## config.mk

```make
export PLATFORM = sky130hd
export DESIGN_NAME = conv_out_collector
export DESIGN_NICKNAME = d
export VERILOG_FILES = /design/src/rtl/conv_out_collector.sv
export SDC_FILE = /design/constraint.sdc
export NUM_CORES = 1
export LEC_CHECK = 0
export CAP_MARGIN = 20
export CORE_AREA = 3 3 152 154
export DETAILED_ROUTE_END_ITERATION = 6
export DIE_AREA = 0 0 155 157
export GPL_TIMING_DRIVEN = 0
export PLACE_DENSITY = 0.62
export SETUP_SLACK_MARGIN = 0.02
export SLEW_MARGIN = 30
export SYNTH_ARGS = -nofsm -noshare
export SYNTH_HDL_FRONTEND = slang
export SYNTH_SLANG_ARGS = --single-unit
```

## constraint.sdc

```tcl
create_clock -name clk -period 4.6 [get_ports clk]
set_clock_uncertainty 0.2 [all_clocks]
set_input_delay 1.15 -clock clk [delete_from_list [all_inputs] [get_ports clk]]
set_output_delay 1.15 -clock clk [all_outputs]
set_load 0.005 [all_outputs]
```

## src/rtl/conv_out_collector.sv

```systemverilog
// Output collector for the streaming KxK convolver: tracks pixel raster position, keeps valid-window
// results, buffers them in a registered valid/ready FIFO. Optional ReLU on write via CONV_OUT_RELU_EN.
module conv_out_collector #(
  parameter int unsigned N          = 4,
  parameter int unsigned ROWS       = 4,
  parameter int unsigned K_SIZE     = 3,
  parameter int unsigned DATA_WIDTH = 16,
  parameter int unsigned LAT        = 1,
  parameter int unsigned DEPTH      = 8
) (
  input  logic                         clk,
  input  logic                         rst,
  input  logic                         en,
  input  logic [DATA_WIDTH-1:0]        conv_i,
  output logic                         m_valid,
  output logic [DATA_WIDTH-1:0]        m_data,
  output logic                         m_last,
  input  logic                         m_ready,
  output logic                         frame_done,
  output logic                         overflow,
  output logic [$clog2(DEPTH+1)-1:0]   level
);

  localparam int unsigned CW = (N > 1) ? $clog2(N) : 1;
  localparam int unsigned RW = (ROWS > 1) ? $clog2(ROWS) : 1;
  localparam int unsigned AW = (DEPTH > 1) ? $clog2(DEPTH) : 1;
  localparam int unsigned LW = $clog2(DEPTH + 1);
  localparam int unsigned WW = DATA_WIDTH + 1;

  logic [CW-1:0]  col;
  logic [RW-1:0]  row;
  logic           keep_c;
  logic           last_c;
  logic [LAT-1:0] d_en;
  logic [LAT-1:0] d_keep;
  logic [LAT-1:0] d_last;

  logic [WW-1:0]  mem [DEPTH];
  logic [AW-1:0]  wr_ptr, rd_ptr, wr_ptr_nxt, rd_ptr_nxt;
  logic [LW-1:0]  count_nxt;
  logic           push_c, pop_c, full_c, accept_c, drop_c;
  logic [DATA_WIDTH-1:0] wdata_c;
  logic [WW-1:0]  head_c;

  assign keep_c = (row >= RW'(K_SIZE - 1)) && (col >= CW'(K_SIZE - 1));
  assign last_c = (row == RW'(ROWS - 1)) && (col == CW'(N - 1));

  // Raster position of the next strobed pixel
  always_ff @(posedge clk) begin
    if (rst) begin
      col <= '0;
      row <= '0;
    end else if (en) begin
      if (col == CW'(N - 1)) begin
        col <= '0;
        row <= (row == RW'(ROWS - 1)) ? '0 : row + RW'(1);
      end else begin
        col <= col + CW'(1);
      end
    end
  end

  // Align per-pixel flags with the convolver result latency
  always_ff @(posedge clk) begin
    if (rst) begin
      d_en   <= '0;
      d_keep <= '0;
      d_last <= '0;
    end else begin
      d_en[0]   <= en;
      d_keep[0] <= en && keep_c;
      d_last[0] <= en && last_c;
      for (int i = 1; i < int'(LAT); i++) begin
        d_en[i]   <= d_en[i-1];
        d_keep[i] <= d_keep[i-1];
        d_last[i] <= d_last[i-1];
      end
    end
  end

`ifdef CONV_OUT_RELU_EN
  assign wdata_c = conv_i[DATA_WIDTH-1] ? '0 : conv_i;
`else
  assign wdata_c = conv_i;
`endif

  assign push_c   = d_en[LAT-1] && d_keep[LAT-1];
  assign pop_c    = m_valid && m_ready;
  assign full_c   = (level == LW'(DEPTH));
  assign accept_c = push_c && (!full_c || pop_c);
  assign drop_c   = push_c && full_c && !pop_c;

  // Next FIFO state; head forwards the write word when it lands on an otherwise empty queue
  always_comb begin
    wr_ptr_nxt = wr_ptr;
    rd_ptr_nxt = rd_ptr;
    count_nxt  = level;
    if (accept_c) wr_ptr_nxt = wr_ptr + AW'(1);
    if (pop_c)    rd_ptr_nxt = rd_ptr + AW'(1);
    if (accept_c && !pop_c)      count_nxt = level + LW'(1);
    else if (!accept_c && pop_c) count_nxt = level - LW'(1);
    head_c = mem[rd_ptr_nxt];
    if (accept_c && (wr_ptr == rd_ptr_nxt)) head_c = {d_last[LAT-1], wdata_c};
  end

  always_ff @(posedge clk) begin
    if (accept_c) mem[wr_ptr] <= {d_last[LAT-1], wdata_c};
  end

  always_ff @(posedge clk) begin
    if (rst) begin
      wr_ptr     <= '0;
      rd_ptr     <= '0;
      level      <= '0;
      m_valid    <= 1'b0;
      m_data     <= '0;
      m_last     <= 1'b0;
      frame_done <= 1'b0;
      overflow   <= 1'b0;
    end else begin
      wr_ptr     <= wr_ptr_nxt;
      rd_ptr     <= rd_ptr_nxt;
      level      <= count_nxt;
      m_valid    <= (count_nxt != '0);
      if (count_nxt != '0) begin
        m_last <= head_c[WW-1];
        m_data <= head_c[DATA_WIDTH-1:0];
      end
      frame_done <= push_c && d_last[LAT-1];
      overflow   <= overflow || drop_c;
    end
  end

endmodule

```

# Word-level counts from Yosys, hierarchy flattened
# Memories as Yosys holds them, arrays and structs flattened. A register that Yosys moved wholly into a read port is not among the register bits.
# Cells that the tools add are included.
[totals]
regBits = 20
ram_bits = 136
inputBits = 20
output_inout_bits = 24
word_cells = 49
n_memories = 1
[classes]
add_sub_neg = 6
n_lt_le_gt_ge = 2
n_eq_ne = 3
n_mux = 7
reduce_logical = 19
[mem_list]
columns = ["name", "depth", "width", "rd", "rd_clocked_by_memory_dff", "write_ports", "line_no", "source"]
rows = [
  ["mem", 8, 17, 1, 1, 1, "38", "logic [WW-1:0] mem [DEPTH];"],
]
[ops]
columns = ["op", "n"]
rows = [
  ["$logic_and A1 B1 Y1", 12],
  ["$mux W4", 2],
  ["$add A3 B1 Y3 const B", 2],
  ["$add A2 B1 Y2 const B", 2],
  ["$add A4 B1 Y4 const B", 1],
  ["$eq A2 B2 Y1 const B", 2],
  ["$eq A4 B4 Y1 const B", 1],
  ["$ge A2 B2 Y1 const B", 2],
  ["$mux W2", 2],
  ["$reduce_bool A4 Y1", 1],
  ["$sub A4 B1 Y4 const B", 1],
  ["$logic_not A1 Y1", 3],
  ["$mux W3", 1],
  ["$logic_or A1 B1 Y1", 2],
  ["$mux W1", 2],
  ["$reduce_and A2 Y1", 1],
]

# Logic depth before layout (Yosys ltp)
[logic_depth]
depth_word = 9
depth_mapped = 10
depth_no_buf = 8

# Worst setup path after synthesis
# No wires, ideal clock.
[synth_timing]
kind = "input to register"
from = "input m_ready"
to = "memory mem[0][0] (netlist name), enable pin"
setup_time_ns = 0.435
arrival_time_ns = 3.231
setup_slack_ns = 0.735
stages = 4
n_path_buf = 1
path_cell_list = "buf_6 > nand2_1 > a21o_1 > nor4_1"
[synth_via]
elab_chain_cells = 5
[synth_lines]
columns = ["item", "line_no", "source"]
rows = [
  ["start, declared", "18", "input logic m_ready,"],
  ["$logic_and A1 B1 Y1", "88", "assign pop_c = m_valid && m_ready;"],
  ["$logic_or A1 B1 Y1", "90", "assign accept_c = push_c && (!full_c || pop_c);"],
  ["$logic_and A1 B1 Y1", "90", ""],
  ["$mux W1", "107", "if (accept_c) mem[wr_ptr] <= {d_last[LAT-1], wdata_c};"],
  ["$mux W1 (not written as such)", "107", ""],
  ["end, declared", "38", ""],
]
# No other way between the ends.

# Final worst setup path
[layout_timing]
from = "input m_ready"
to = "register m_data[6] (read register of mem)"
[layout_via]
elab_chain_cells = 8
[layout_lines]
columns = ["item", "line_no", "source"]
rows = [
  ["$logic_and A1 B1 Y1 (*)", "88", ""],
  ["$logic_or A1 B1 Y1", "90", ""],
  ["$logic_and A1 B1 Y1", "90", ""],
  ["$logic_not A1 Y1", "101", "else if (!accept_c && pop_c) count_nxt = level - LW'(1);"],
  ["$logic_and A1 B1 Y1", "101", ""],
  ["$mux W4", "101", ""],
  ["$mux W4", "100", "if (accept_c && !pop_c) count_nxt = level + LW'(1);"],
  ["$reduce_bool A4 Y1", "125", "if (count_nxt != '0) begin"],
  ["end, declared", "16", "output logic [DATA_WIDTH-1:0] m_data,"],
]
# Every way passes the cells marked *; elsewhere a longest branch is shown, timed or not.
# A chain may end at the register's enable or synchronous reset.

==> results.py <==
metrics = {
    "job": {
        "maxCapViolCount": 0,
    },
    "clock_network": {
        "cts_max_path_buffers": 2,
        "cts_tree": "done",
        "cts.sinks": 173,
        "cts_resized": 0,
        "path_clk_slew_ns": 0.06,
        "post_cts_buffers": 0,
        "clock_latency_ns": 0.43,
        "cts_buffers": 17,
        "clockRootBuffer": "clkbuf_16",
        "hold_buffers": 0,
        "cts_max_level": 4,
    },
    "timing": {
        "relSlewSlack_pct": 36.0,
        "hold_slack_ns": 0.261,
        "setup_viol": 0,
        "worstMarginPinSlew_ns": 0.960,
        "maxSlewViolCount": 0,
        "hold_viol": 0,
        "rsz0062_at_grt": "no",
        "finalCritPeriodShare_pct": 72.3,
        "min_period_ns": 3.33,
        "max_freq_mhz": 301,
    },
    "global_routing": {
        "antenna_found_initial": 0,
        "grt_use_total_pct": 14.4,
        "grt_max_degree": 18,
        "grt_pass1_wl_um": 26700,
        "overflow": 0,
        "grt_pass1_vias": 4677,
    },
    "layout": {
        "drive_gt1_share_pct": 14.0,
        "final_area_mm2": 0.00908,
        "diodes": 0,
        "regArea_mm2": 0.00482,
        "area_growth_pct": 19.7,
        "fillCellCount": 1951,
        "fin_nets": 618,
        "multiInputGateArea_mm2": 0.00258,
    },
    "detailed_routing": {
        "routed_wirelength_um": 17400,
        "drt-pass1-iter-count": 5,
        "met2_length_um": 8660,
        "avgRoutedWirePerCell_um": 19.7,
        "postRouteAntennaNets": 0,
        "first_iter_violations": 384,
        "wl_met3_um": 726,
        "wl_met1_um": 7710,
        "vias_per_cell": 5.30,
        "drc": 0,
        "vias": 4674,
        "highest_layer": "met4",
    },
    "synth": {
        "ys_warn_count": 0,
        "syn_area_mm2": 0.00759,
        "synth_nets": 542,
        "synth-edff-count": 136,
        "avgSynthCellArea_um2": 14.8,
        "synth-seq-area-share_pct": 63.6,
        "ys_seq_elements": 173,
        "synth_ff_type": "edfxtp_1",
        "ys_types": 53,
        "async_flop_share_pct": 0,
        "synth_cells": 513,
    },
    "floorplanning": {
        "die_area_mm2": 0.0243,
        "fp.dieW_um": 155,
        "die_h_um": 157,
        "io-pin-count": 44,
        "start_util_pct": 34.8,
        "core.rowCount": 54,
        "core_mm2": 0.0218,
    },
    "worst_setup_path": {
        "crit_arrival_ns": 3.43,
        "endpoint_kind": "flop",
        "startpoint_type": "input port",
        "worstPathRequired_ns": 4.71,
        "worstSetupPathType": "in2reg",
        "path_max_fanout": 10,
    },
    "placement": {
        "place_area_mm2": 0.00852,
        "io_buffers": 42,
        "dp.final_hpwl_um": 12000,
        "gp_congestion": 0.779,
    },
    "min_path": {
        "min_path_type": "reg2reg",
    },
    "power_and_ir_drop": {
        "vdd_drop_max_mv": 0.259,
        "total_leakage_power_nw": 3.22,
        "powerDensity_mw_per_mm2": 484,
    },
    "status": {
        "status": "finished, final reports clean",
    },
}
-- cells in the final DEF, fill, tap and decap left out, drive strengths merged, types with 2 or more instances in the layout --
master         instances
a21oi                 14
a22oi                 33
and2                   3
and3                   3
and3b                  2
buf                   35
bufinv                 2
clkbuf                30
clkdlybuf4s50         42
clkinv                 7
clkinvlp               3
dfxtp                 37
edfxtp               136
ha                     9
inv                   10
mux2                   3
mux2i                113
nand2                  8
nand2b                 2
nand3                 17
nor2                  20
nor2b                  2
nor3                   8
nor4                   3
o211ai                 2
o21ai                  2
o221ai                16
o2bb2ai               16
xnor2                  6
xor2                   3
-- Yosys cell counts, drive strengths merged, types with 9 or more instances --
cell       n  area (um2)
o221ai    16         140
clkbuf    10        37.5
buf       20         144
a22oi     33         253
a21oi     14        73.8
nor2      20        91.3
o2bb2ai   16         140
inv       10        37.5
nand3     17        85.1
dfxtp     37         741
ha         9         113
mux2i    113        1130
edfxtp   136        4080
-- path summary, 6_finish.rpt --
check / startpoint / cells after the start / to / slack, ns
setup reg to reg: rd_ptr[0] / 9 / m_data[6] / 1.47
hold / removal: m_data[12] / 1 / m_data[12] / 0.26
hold reg to reg: m_data[12] / 1 / m_data[12] / 0.26
setup / recovery: m_ready / 9 / m_data[6] / 1.27
-- critical path, cell delays in order --
cell	delay, ns
buf_6	0.11
and3_4	0.16
buf_6	0.14
nor2b_1	0.14
a21oi_1	0.68
clkbuf_1	0.49
o221ai_1	0.19
mux2i_1	0.25
o2bb2ai_1	0.11
-- cell families (layout without fill, tap and decap cells) --
group           after synthesis  in the layout  synth area share, %
flops                       173            173                 63.6
compound gates               94             94                 9.71
simple gates                 71             71                 5.29
mux                         117            117                 15.6
fa+ha+maj                     9              9                 1.48
xor+xnor                      9              9                 1.39
buf+inv                      40            129                 2.89
-- metal layers --
layer | GRT usage (%) | vias to the layer above
met1 | 19.0 | 2357
met4 | 5.17 | 0
met3 | 3.11 | 20
met2 | 23.6 | 127
li1 | - | 2170
met5 | 0 | -
-- layout make-up --
class	instances	share of cell area, %
Buffer	30	2.00
Tap cell	280	3.86
Sequential cell	173	53.1
Clock buffer	20	4.81
Inverter	10	0.413
Multi-Input combinational cell	300	28.4
Clock inverter	12	1.35
Timing Repair Buffer	57	5.99
-- sequential cells by signal, indices dropped and copies added, names as in the netlist --
register / flops
mem: 136
overflow: 1
level: 4
m_valid: 1
m_last: 1
frame_done: 1
wr_ptr: 3
d_keep: 1
d_last: 1
d_en: 1
rd_ptr: 3
row: 2
m_data: 16
col: 2
-- per-stage QoR --
| stage | utilization [%] | cells | total power (W) | worst slack, ns | setup TNS, ns |
|---|---|---|---|---|---|
| 6_report | 41.6 | 882 | 0.00439 | 1.27 | 0 |
| 5_1_grt | 41.6 | 882 | 0.00460 | 1.12 | 0 |
| 4_1_cts | 41.6 | 882 | 0.00442 | 1.29 | 0 |
| 3_5_place_dp | 39.0 | 850 | 0.00306 | 0.820 | 0 |
| 3_3_place_gp | 38.3 | 835 | 0.00305 | -0.792 | -14.35 |
| 2_1_floorplan | - | 513 | 0.00264 | 0.735 | 0 |
-- power breakdown --
| part | leakage, nW | switching [W] | total [W] | internal, W |
|---|---|---|---|---|
| registers | 1.54 | 0.0000601 | 0.00184 | 0.00178 |
| clock network | 0.265 | 0.000576 | 0.00137 | 0.000793 |
| logic | 1.42 | 0.000620 | 0.00119 | 0.000569 |
| total | 3.22 | 0.00126 | 0.00439 | 0.00314 |
Note: power is estimated with default switching activity, not from simulation.
